==> src/rtl/prescaled_binary_counter.sv <==
// Prescaled WIDTH-bit up/down counter: a DIV-cycle prescaler emits a one-cycle tick that advances Q.
// Optional build macro PRESCALED_COUNTER_SATURATE_EN makes Q saturate at its end values instead of wrapping.
module prescaled_binary_counter #(
    parameter int          WIDTH = 4,
    parameter int unsigned DIV   = 134000000,
    parameter int          DIV_W = 32
) (
    input  logic             clk,
    input  logic             reset,
    input  logic             enable,
    input  logic             up_down,
    input  logic             load,
    input  logic [WIDTH-1:0] load_value,
    output logic [WIDTH-1:0] Q,
    output logic             tick,
    output logic             tc
);

    logic [DIV_W-1:0] presc_q, presc_d;
    logic [WIDTH-1:0] q_q, q_d, q_step;
    logic             tick_q, tick_d;
    logic             rollover;

    // Reset deassertion is expected to arrive already aligned to clk.
    always_ff @(posedge clk or negedge reset) begin
        if (!reset) begin
            presc_q <= '0;
            q_q     <= '0;
            tick_q  <= 1'b0;
        end else begin
            presc_q <= presc_d;
            q_q     <= q_d;
            tick_q  <= tick_d;
        end
    end

    assign tc       = up_down ? (q_q == {WIDTH{1'b1}}) : (q_q == '0);
    assign rollover = enable && (presc_q == DIV_W'(DIV - 1));
    assign q_step   = up_down ? q_q + WIDTH'(1) : q_q - WIDTH'(1);

    always_comb begin
        presc_d = presc_q;
        q_d     = q_q;
        tick_d  = 1'b0;
        // Load outranks a coincident rollover and restarts the prescaler phase.
        if (load) begin
            q_d     = load_value;
            presc_d = '0;
        end else if (rollover) begin
            presc_d = '0;
            tick_d  = 1'b1;
`ifdef PRESCALED_COUNTER_SATURATE_EN
            if (!tc) q_d = q_step;
`else
            q_d = q_step;
`endif
        end else if (enable) begin
            presc_d = presc_q + DIV_W'(1);
        end
    end

    assign Q    = q_q;
    assign tick = tick_q;

endmodule

==> config.mk <==
export PLATFORM = sky130hd
export DESIGN_NAME = prescaled_binary_counter
export DESIGN_NICKNAME = d
export VERILOG_FILES = /design/src/rtl/prescaled_binary_counter.sv
export SDC_FILE = /design/constraint.sdc
export NUM_CORES = 1
export LEC_CHECK = 0
export ABC_AREA = 1
export ABC_CLOCK_PERIOD_IN_PS = 4400
export BUFFER_PORTS_ARGS = -buffer_cell sky130_fd_sc_hd__buf_2
export CORE_MARGIN = 5
export CORE_UTILIZATION = 30
export DETAILED_ROUTE_END_ITERATION = 12
export SYNTH_ARGS = -nofsm -noshare
export SYNTH_HDL_FRONTEND = slang
export SYNTH_SLANG_ARGS = --single-unit
==> constraint.sdc <==
create_clock -name clk -period 4.4 [get_ports clk]
set_clock_uncertainty 0.05 [all_clocks]
set_input_delay 0.66 -clock clk [delete_from_list [all_inputs] [get_ports clk]]
set_output_delay 0.66 -clock clk [all_outputs]
set_load 0.005 [all_outputs]
==> results.cfg <==
[floorplanning]
dieArea_um2 = 10600
fp.dieW_um = 103
die_h_um = 103
ios = 15
coreArea_um2 = 8300
rows = 33
initial_utilization_pct = 31.1

[pwr]
ir_drop_mv = 0.105
powerDensity_nw_per_um2 = 249
p_leak_nw = 1.30
finalPower_w = 0.000703

[drt]
routed_wl_mm = 6.55
drc = 0
drt-wirelength-per-cell_um = 12.7
viasPerCell = 4.70
drt_pass1_iterations = 6
ant_nets = 0
vias = 2417
drt-initial-drc-count = 208
top_layer_used = met4
wl_met1_mm = 3.11
wl_met3_um = 408
met2RoutedLength_mm = 2.98

[grt]
grt_max_degree = 38
grt_use_total_pct = 13.4
grt_pass1_vias = 2259
antenna_found_initial = 0
grt-ovfl-total = 0
grt_pass1_wl_mm = 11.2

[timing]
slew_violations = 0
setup_tns_ns = 0
final.period_utilization_pct = 53.7
setup_viol = 0
period_needed_ns = 2.36
slew_headroom_pct = 41.6
rsz0062_at_grt = no
worstMarginPinSlew_ns = 0.876
fmax_mhz = 423
hold-worst-slack_ns = 0.433
hold_viol = 0

[layout]
drive_gt1_share_pct = 8.07
final_area_um2 = 2820
layout.cells.non_filler = 514
layout_commonest_cell = nand2_1
final_nets = 422
syn_to_final_growth_pct = 9.35
final_cell_mix = nand2_1 (128), nor2_1 (80), inv_1 (46)
diodes = 0

[synth]
syn-instance-count = 393
ys_seq_area_share_pct = 35.9
yosys_warnings = 0
syn_avg_cell_area_um2 = 6.57
synth.distinct_cells = 35
syn_area_um2 = 2580
synth_nets = 406
yosys_register_bits = 37

[clock_tree]
cts.clk_slew.worst_paths_ns = 0.08
clock_latency_ns = 0.29
cts_buffers = 5
htree_num_levels = 2
clock_path_buffers = 2
cts_resized = 0
cts_sinks = 37
root_buffer = clkbuf_8
tritoncts = done
cts_setup_buffers = 0
holdBufCountCts = 0

[critical_path]
start_kind = primary input
reg2reg_depth = 8
crit_top_cell = buf_2
r2r-end = presc_q[26]$_DFFE_PN0P_
crit_slowest_cell = or4_1
critPathKind = primary input to output port
cp.arrival_ns = 1.65
r2r_slack_ns = 2.54
worst_path_dominant_cell_family = simple AND/OR/NAND/NOR gates
r2r-start = presc_q[0]$_DFFE_PN0P_
worstPathRequired_ns = 3.69
cp.depth = 5
endpoint_kind = output port
worstPathCellList = buf_2 > or2_2 > or4_1 > o21ai_0 > buf_2
crit_fanout = 3
slowest_delay_ns = 0.39
worst-path-buf-inv = 2

[placement]
routabilityCongestion = 0.896
dpl.cell_count = 507
dp_hpwl_mm = 4.96
portBuffers = 14
postPlaceCellArea_um2 = 2740

[hold_path]
hp-class = primary input to asynchronous set/reset pin

[flow_run]
maxCapViolations = 0

[outcome]
status = finished, final reports clean
## layer usage
layer	global-route usage, %	vias to the layer above
met5	0	-
li1	-	1256
met4	2.99	0
met1	19.2	1100
met3	2.64	6
met2	21.1	55
## state kept, by name, indices dropped and copies added, names as in the netlist
signal   count
presc_q     32
Q            4
tick         1
## synth_stat cells
cell type / instances / share of area, %
a21o_1: 1 / 0.29
a21oi_1: 6 / 1.2
and2_1: 2 / 0.48
buf_2: 1 / 0.19
buf_4: 2 / 0.58
buf_6: 1 / 0.44
buf_8: 1 / 0.58
clkinv_1: 1 / 0.15
dfrtp_1: 37 / 36
fa_1: 1 / 0.78
ha_1: 3 / 1.5
inv_1: 46 / 6.7
nand2_1: 128 / 19
nand2_2: 2 / 0.48
nand2_4: 1 / 0.44
nand3_1: 33 / 6.4
nand3_2: 1 / 0.39
nand3_4: 1 / 0.68
nand3b_1: 2 / 0.58
nand4_1: 9 / 2.2
nor2_1: 80 / 12
nor2_2: 4 / 0.97
nor2_4: 2 / 0.87
nor2_8: 1 / 0.78
nor3_1: 4 / 0.78
nor4_1: 2 / 0.48
o21ai_0: 4 / 0.78
o21bai_1: 1 / 0.29
o22ai_1: 1 / 0.24
o31ai_1: 1 / 0.29
or2_1: 1 / 0.24
or2_2: 1 / 0.24
or4_1: 1 / 0.29
xnor2_1: 3 / 1.0
xor2_1: 8 / 2.7
## metrics by stage
stage,worst slack (ns),util (%)
final,2.04,34.0
after detailed placement,2.05,33.0
after global placement,2.03,33.0
after floorplan,2.27,-
after global routing,1.99,34.0
after CTS,2.03,34.0
## kinds of logic after synthesis
kind of cell    Yosys count  share of synthesized area [%]
xor+xnor                 11                           3.73
compound gates           14                           3.05
flops                    37                           35.9
simple gates            275                           46.5
buf+inv                  52                           8.62
fa+ha+maj                 4                           2.23
## how the worst max path moves through the flow
stage / from / end / slack [ns]
2_1_floorplan: up_down / tc / 2.27
3_3_place_gp: up_down / tc / 2.03
3_5_place_dp: up_down / tc / 2.05
4_1_cts: up_down / tc / 2.03
5_1_grt: up_down / tc / 1.99
6_report: up_down / tc / 2.04
## worst register-to-register path: stages (launching register included)
cell and delay, ns:
dfrtp_1 0.38, ha_1 0.19, nand2_1 0.06, nor2_1 0.17, nand2_1 0.13, nor2_2 0.17
nand3_4 0.15, nand2_4 0.32, nor2_1 0.11
## report_power, final
part | internal, W | switching (W) | leakage (nW)
clock network | 0.000125 | 0.000124 | 0.0443
registers | 0.000354 | 0.0000168 | 0.508
logic | 0.0000339 | 0.0000505 | 0.744
## area by class of cell
class	count	area [um^2]
multi-input cells	304	1430
fillers	884	5480
flip-flops and latches	37	926
repair buffers	14	70.1
well taps	105	131
clock buffers	7	86.3
inverters	47	176
No activity file was read; power rests on OpenSTA's default activity.
